===== src/rtl/modexp_pkg.sv =====
// Shared constants and state encoding for the modular-exponentiation sequencer.
// The datapath watchdog (MODEXP_TIMEOUT_EN) uses TIMEOUT_LIMIT.
package modexp_pkg;

    localparam int DATA_W_DEF    = 4;
    localparam int KEY_W_DEF     = 4;
    localparam int TIMEOUT_LIMIT = 255;

    typedef logic [2:0] stateT;

    localparam stateT ST_IDLE   = 3'd0;
    localparam stateT ST_CHECK  = 3'd1;
    localparam stateT ST_REDUCE = 3'd2;
    localparam stateT ST_SQUARE = 3'd3;
    localparam stateT ST_MULT   = 3'd4;
    localparam stateT ST_NEXT   = 3'd5;
    localparam stateT ST_FINISH = 3'd6;

endpackage


===== src/rtl/modexp_dp_issue.sv =====
// Single-outstanding request register toward the shared multiply/modulo datapath.
// Optional MODEXP_TIMEOUT_EN adds a down-counting watchdog on the pending request.
module modexp_dp_issue
    import modexp_pkg::*;
#(
    parameter int DATA_W = DATA_W_DEF
) (
    input  logic              CLK,
    input  logic              RST_N,
    input  logic              issue,
    input  logic [DATA_W-1:0] opA,
    input  logic [DATA_W-1:0] opB,
    input  logic [DATA_W-1:0] opMod,
    input  logic              dp_done,
    output logic              dp_start,
    output logic [DATA_W-1:0] dp_a,
    output logic [DATA_W-1:0] dp_b,
    output logic [DATA_W-1:0] dp_mod,
    output logic              opDone,
    output logic              timeout
);

    logic waiting;

    // waiting is set on the same edge dp_start rises, so a zero-latency dp_done counts
    assign opDone = waiting & dp_done;

`ifdef MODEXP_TIMEOUT_EN
    logic [7:0] wdog;

    always_ff @(posedge CLK or negedge RST_N) begin
        if (!RST_N) begin
            wdog <= 8'd0;
        end else if (issue) begin
            wdog <= 8'(TIMEOUT_LIMIT);
        end else if (waiting && (wdog != 8'd0)) begin
            wdog <= wdog - 8'd1;
        end
    end

    assign timeout = waiting & ~dp_done & (wdog == 8'd0);
`else
    assign timeout = 1'b0;
`endif

    always_ff @(posedge CLK or negedge RST_N) begin
        if (!RST_N) begin
            dp_start <= 1'b0;
            dp_a     <= '0;
            dp_b     <= '0;
            dp_mod   <= '0;
            waiting  <= 1'b0;
        end else begin
            dp_start <= issue;
            if (issue) begin
                dp_a    <= opA;
                dp_b    <= opB;
                dp_mod  <= opMod;
                waiting <= 1'b1;
            end else if (opDone || timeout) begin
                waiting <= 1'b0;
            end
        end
    end

endmodule


===== src/rtl/modexp_sequencer.sv =====
// Left-to-right square-and-multiply controller; all multiply-reduce work goes to an
// external datapath. MODEXP_TIMEOUT_EN enables the datapath watchdog in modexp_dp_issue.
//   state  | meaning
//   IDLE   | ready, waiting for start
//   CHECK  | screen modulus 0 / 1
//   REDUCE | base*1 mod n
//   SQUARE | acc*acc mod n
//   MULT   | acc*base mod n
//   NEXT   | advance exponent bit index
//   FINISH | done pulse, result valid
module modexp_sequencer
    import modexp_pkg::*;
#(
    parameter int DATA_W = DATA_W_DEF,
    parameter int KEY_W  = KEY_W_DEF
) (
    input  logic              CLK,
    input  logic              RST_N,
    input  logic              start,
    output logic              ready,
    input  logic [DATA_W-1:0] cipherText,
    input  logic [KEY_W-1:0]  privateKey,
    input  logic [DATA_W-1:0] modulus,
    output logic              dp_start,
    output logic [DATA_W-1:0] dp_a,
    output logic [DATA_W-1:0] dp_b,
    output logic [DATA_W-1:0] dp_mod,
    input  logic              dp_done,
    input  logic [DATA_W-1:0] dp_result,
    output logic              done,
    output logic              err,
    output logic [DATA_W-1:0] plainText
);

    localparam int IDX_W = (KEY_W > 1) ? $clog2(KEY_W) : 1;
    localparam logic [IDX_W-1:0] IDX_TOP = IDX_W'(KEY_W - 1);

    stateT             state, nextState;
    logic [DATA_W-1:0] base, acc, nReg;
    logic [KEY_W-1:0]  keyReg;
    logic [IDX_W-1:0]  idx;
    logic              errFlag;
    logic              issue, opDone, timeout;
    logic [DATA_W-1:0] issueA, issueB;
    logic              zeroRes, errNext;

    modexp_dp_issue #(.DATA_W(DATA_W)) uIssue (
        .CLK      (CLK),
        .RST_N    (RST_N),
        .issue    (issue),
        .opA      (issueA),
        .opB      (issueB),
        .opMod    (nReg),
        .dp_done  (dp_done),
        .dp_start (dp_start),
        .dp_a     (dp_a),
        .dp_b     (dp_b),
        .dp_mod   (dp_mod),
        .opDone   (opDone),
        .timeout  (timeout)
    );

    // Operands for the next issue come from the values the registers take on this edge
    always_comb begin
        nextState = state;
        issue     = 1'b0;
        issueA    = acc;
        issueB    = acc;
        zeroRes   = 1'b0;
        errNext   = 1'b0;
        case (state)
            ST_IDLE: begin
                if (start) nextState = ST_CHECK;
            end
            ST_CHECK: begin
                if (nReg == '0) begin
                    nextState = ST_FINISH;
                    zeroRes   = 1'b1;
                    errNext   = 1'b1;
                end else if (nReg == DATA_W'(1)) begin
                    nextState = ST_FINISH;
                    zeroRes   = 1'b1;
                end else begin
                    nextState = ST_REDUCE;
                    issue     = 1'b1;
                    issueA    = base;
                    issueB    = DATA_W'(1);
                end
            end
            ST_REDUCE: begin
                if (opDone) begin
                    nextState = ST_SQUARE;
                    issue     = 1'b1;
                    issueA    = DATA_W'(1);
                    issueB    = DATA_W'(1);
                end
            end
            ST_SQUARE: begin
                if (opDone) begin
                    if (keyReg[idx]) begin
                        nextState = ST_MULT;
                        issue     = 1'b1;
                        issueA    = dp_result;
                        issueB    = base;
                    end else begin
                        nextState = ST_NEXT;
                    end
                end
            end
            ST_MULT: begin
                if (opDone) nextState = ST_NEXT;
            end
            ST_NEXT: begin
                if (idx == '0) begin
                    nextState = ST_FINISH;
                end else begin
                    nextState = ST_SQUARE;
                    issue     = 1'b1;
                end
            end
            ST_FINISH: begin
                nextState = ST_IDLE;
            end
            default: begin
                nextState = ST_IDLE;
            end
        endcase
        if (timeout) begin
            nextState = ST_FINISH;
            issue     = 1'b0;
            zeroRes   = 1'b1;
            errNext   = 1'b1;
        end
    end

    always_ff @(posedge CLK or negedge RST_N) begin
        if (!RST_N) begin
            state     <= ST_IDLE;
            base      <= '0;
            acc       <= '0;
            nReg      <= '0;
            keyReg    <= '0;
            idx       <= '0;
            plainText <= '0;
            errFlag   <= 1'b0;
        end else begin
            state <= nextState;
            case (state)
                ST_IDLE: begin
                    if (start) begin
                        base   <= cipherText;
                        keyReg <= privateKey;
                        nReg   <= modulus;
                    end
                end
                ST_REDUCE: begin
                    if (opDone) begin
                        base <= dp_result;
                        acc  <= DATA_W'(1);
                        idx  <= IDX_TOP;
                    end
                end
                ST_SQUARE, ST_MULT: begin
                    if (opDone) acc <= dp_result;
                end
                ST_NEXT: begin
                    if (idx != '0) idx <= idx - 1'b1;
                end
                default: ;
            endcase
            if ((nextState == ST_FINISH) && (state != ST_FINISH)) begin
                plainText <= zeroRes ? '0 : acc;
                errFlag   <= errNext;
            end
        end
    end

    assign ready = (state == ST_IDLE);
    assign done  = (state == ST_FINISH);
    assign err   = done & errFlag;

endmodule


===== config.mk =====
export PLATFORM = sky130hd
export DESIGN_NAME = modexp_sequencer
export DESIGN_NICKNAME = d
export VERILOG_FILES = /design/src/rtl/modexp_pkg.sv /design/src/rtl/modexp_dp_issue.sv /design/src/rtl/modexp_sequencer.sv
export SDC_FILE = /design/constraint.sdc
export NUM_CORES = 1
export LEC_CHECK = 0
export CORE_ASPECT_RATIO = 1.25
export CORE_MARGIN = 4
export CORE_UTILIZATION = 30
export CTS_CLUSTER_DIAMETER = 80
export CTS_CLUSTER_SIZE = 28
export DETAILED_ROUTE_END_ITERATION = 10
export PLACE_DENSITY_LB_ADDON = 0.2
export SLEW_MARGIN = 20
export SYNTH_ARGS = -nofsm -noshare
export SYNTH_HDL_FRONTEND = slang
export SYNTH_SLANG_ARGS = --single-unit

===== constraint.sdc =====
create_clock -name CLK -period 6.1 [get_ports CLK]
set_input_delay 1.22 -clock CLK [delete_from_list [all_inputs] [get_ports CLK]]
set_output_delay 1.22 -clock CLK [all_outputs]
set_load 0.01 [all_outputs]

==> qor.csv <==
stage;metric;value;unit
timing;clock_skew;0.00954;ns
clock_tree;tritoncts;built;
die;die_w;82.5;um
clock_tree;cts_root_buf;clkbuf_8;
clock_tree;cts_resized;0;
die;rows;33;
timing;fmax;302;MHz
die;design.core.area;0.00665;sq mm
critical_path;worstPathArrival;3.49;ns
clock_tree;cts_hold_buf;0;
synth;synth-async-reset-ratio;1.00;
timing;hold_viol;0;
clock_tree;postCtsSetupBuffers;0;
timing;period_share;0.543;
timing;slew_headroom;0.398;
clock_tree;numCtsBuffers;5;
synth;synthDistinctLibCells;44;
pwr;leakage;1.12;nW
final_layout;syn2layout_area_growth;24.8;%
critical_path;r2r_cells;4;
placement;io_buffers;39;
pwr;power_density;188;mW/mm^2
routing;vias;1663;
synth;synth_cells;217;
timing;setup_tns;0;ns
placement;place_congestion;0.751;
clock_tree;clk_pin_slew;0.08;ns
placement;post-dp-hpwl;3.83;mm
critical_path;start_kind;primary input;
timing;finalSetupViolations;0;
min_path;whs_path_depth;2;
critical_path;crit_required;6.28;ns
min_path;hold_path.class;flip-flop to flip-flop;
final_layout;layout-drive-gt1-share;0.0830;
die;initial_utilization;0.313;
synth;yosysSeqAreaShare;0.481;
global_route;grt_usage;0.133;
die;io-pin-count;40;
routing;postRouteAntennaNets;0;
global_route;overflow;0;
timing;rsz0062_at_grt;no;
job;cap_violations;0;
routing;wl_per_cell;15.1;um
routing;drc;0;
global_route;grt_pass1_vias;1630;
routing;drt-total-wl;5.14;mm
global_route;antenna_found_initial;0;
synth;synth-edff-count;0;
synth;ys.warnings.count;0;
timing;worst_slew_pin_slew;0.903;ns
synth;syn_nets;238;
final_layout;layout.nets;273;
critical_path;crit_fanout;14;
final_layout;diodes;0;
pwr;ir_drop;0.0868;mV
clock_tree;clock-sinks;40;
clock_tree;htree_num_levels;2;
final_layout;fin_util;0.390;
timing;drv_slew;0;
die;die_area;0.00834;sq mm
clock_tree;clock_latency;0.29;ns
synth;synth.avg_cell_area;9.58;sq um
routing;first_pass_iters;4;
routing;drt_iter0_drc;103;
critical_path;cp-end-kind;flip-flop;
synth;ys_ff_latch;40;
global_route;grt_pass1_wl;8.32;mm
synth;netlist_area;0.00208;sq mm
global_route;grt_start_max_net_pins;41;
timing;fin_crit;3.31;ns
routing;routed_via_density;4.89;
synth;synth-main-ff-cell;dfrtp_1;
status;status;finished, final reports clean;
die;dieHeight;101;um
critical_path;critical_path_class;primary input to flip-flop;
clock_tree;clockBufferDepth;2;
-- path summary, 6_finish.rpt --
kind                       startpoint               end  slack (ns)
max in group asynchronous       RST_N         keyReg[3]        4.48
max                           dp_done  uIssue.dp_mod[0]        2.79
max reg2reg                  state[0]  uIssue.dp_mod[0]        3.39
min reg2reg                   errFlag           errFlag        0.51
min in group asynchronous       RST_N    uIssue.dp_b[3]        1.05
min                           errFlag           errFlag        0.51
-- synth_stat cells, types with 2 or more instances --
master	count	share of area
buf_6	3	0.016
o2bb2ai_1	2	0.0084
mux2_4	5	0.036
a21oi_1	8	0.019
nor3_1	13	0.031
or2_2	2	0.0060
and2_1	3	0.0090
a221oi_1	6	0.025
dfrtp_1	40	0.48
inv_1	15	0.027
nor2_1	10	0.018
clkbuf_1	6	0.011
a31oi_1	7	0.021
mux2i_1	5	0.024
o21ai_0	6	0.014
or3_1	3	0.0090
nand4_1	2	0.0060
a22oi_1	4	0.014
nand2b_1	4	0.012
o311ai_0	3	0.013
nand2_1	41	0.074
o22ai_1	6	0.018
buf_2	2	0.0048
-- registers in the layout (all words and copies together) (netlist names) --
name and flops:
acc 4, base 4, keyReg 4, nReg 4
plainText 4, uIssue.dp_a 4, uIssue.dp_b 4, uIssue.dp_mod 4
state 3, idx 2, errFlag 1, uIssue.dp_start 1
uIssue.waiting 1
-- cells by family after synthesis --
kind of cell	count (synthesis)	synth area share
AND/OR/NAND/NOR	86	0.196
multiplexers	12	0.0764
buffers and inverters	26	0.0590
adder cells (fa/ha/maj)	1	0.00602
flip-flops	40	0.481
AO/OA/AOI/OAI	52	0.182
-- per-stage QoR --
step	instances	total power (W)	hold slack [ns]	setup WS [ns]	cell area (sq um)
6_report	340	0.000489	0.513	2.79	2590
3_5_place_dp	332	0.000320	0.503	2.47	2510
4_1_cts	340	0.000497	0.523	2.78	2590
5_1_grt	340	0.000514	0.535	2.66	2590
3_3_place_gp	332	0.000319	0.486	2.54	2510
2_1_floorplan	217	0.000295	0.457	3.56	2080
-- power breakdown --
part | internal, W | switching, W | total (W)
clock | 0.0000798 | 0.0000957 | 0.000175
combinational | 0.0000186 | 0.0000167 | 0.0000353
sequential | 0.000270 | 0.00000784 | 0.000278
total | 0.000369 | 0.000120 | 0.000489
-- layout by cell type, fill, tap and decap left out, types with 2 or more instances in the layout --
| cell | synthesis | final |
|---|---|---|
| clkinv_2 | 0 | 2 |
| a31oi_1 | 7 | 7 |
| nand2b_1 | 4 | 4 |
| mux2_4 | 5 | 5 |
| nand4_1 | 2 | 2 |
| mux2i_1 | 5 | 5 |
| nor3_1 | 13 | 13 |
| dfrtp_1 | 40 | 40 |
| or3_1 | 3 | 3 |
| clkdlybuf4s50_1 | 0 | 38 |
| clkbuf_8 | 0 | 5 |
| inv_1 | 15 | 15 |
| o311ai_0 | 3 | 3 |
| a22oi_1 | 4 | 4 |
| a21oi_1 | 8 | 8 |
| and2_1 | 3 | 3 |
| a221oi_1 | 6 | 6 |
| or2_2 | 2 | 2 |
| o21ai_0 | 6 | 6 |
| nor2_1 | 10 | 10 |
| o22ai_1 | 6 | 6 |
| nand2_1 | 41 | 41 |
| o2bb2ai_1 | 2 | 2 |
-- layer usage --
layer / wire length, um / share of wire / GRT usage
met4: 58 / 0.011 / 0.0384
met3: 178 / 0.035 / 0.0277
met5: 0 / 0 / 0
met2: 2680 / 0.52 / 0.228
met1: 2220 / 0.43 / 0.166
-- cell type report --
| class | count | area [sq um] |
|---|---|---|
| timing repair buffer | 39 | 385 |
| sequential | 40 | 1000 |
| fill | 665 | 4050 |
| multi-input combinational | 151 | 956 |
| clock inverter | 3 | 18.8 |
| inverter | 15 | 56.3 |
| tap | 87 | 109 |
| clock buffer | 5 | 68.8 |
-- critical path, cell delays in order --
cell,delay [ns]
clkdlybuf4s50_1,0.52
and4b_1,0.37
o221a_1,0.42
or2_1,0.60
mux2_4,0.35
Note: power is estimated with default switching activity, not from simulation.
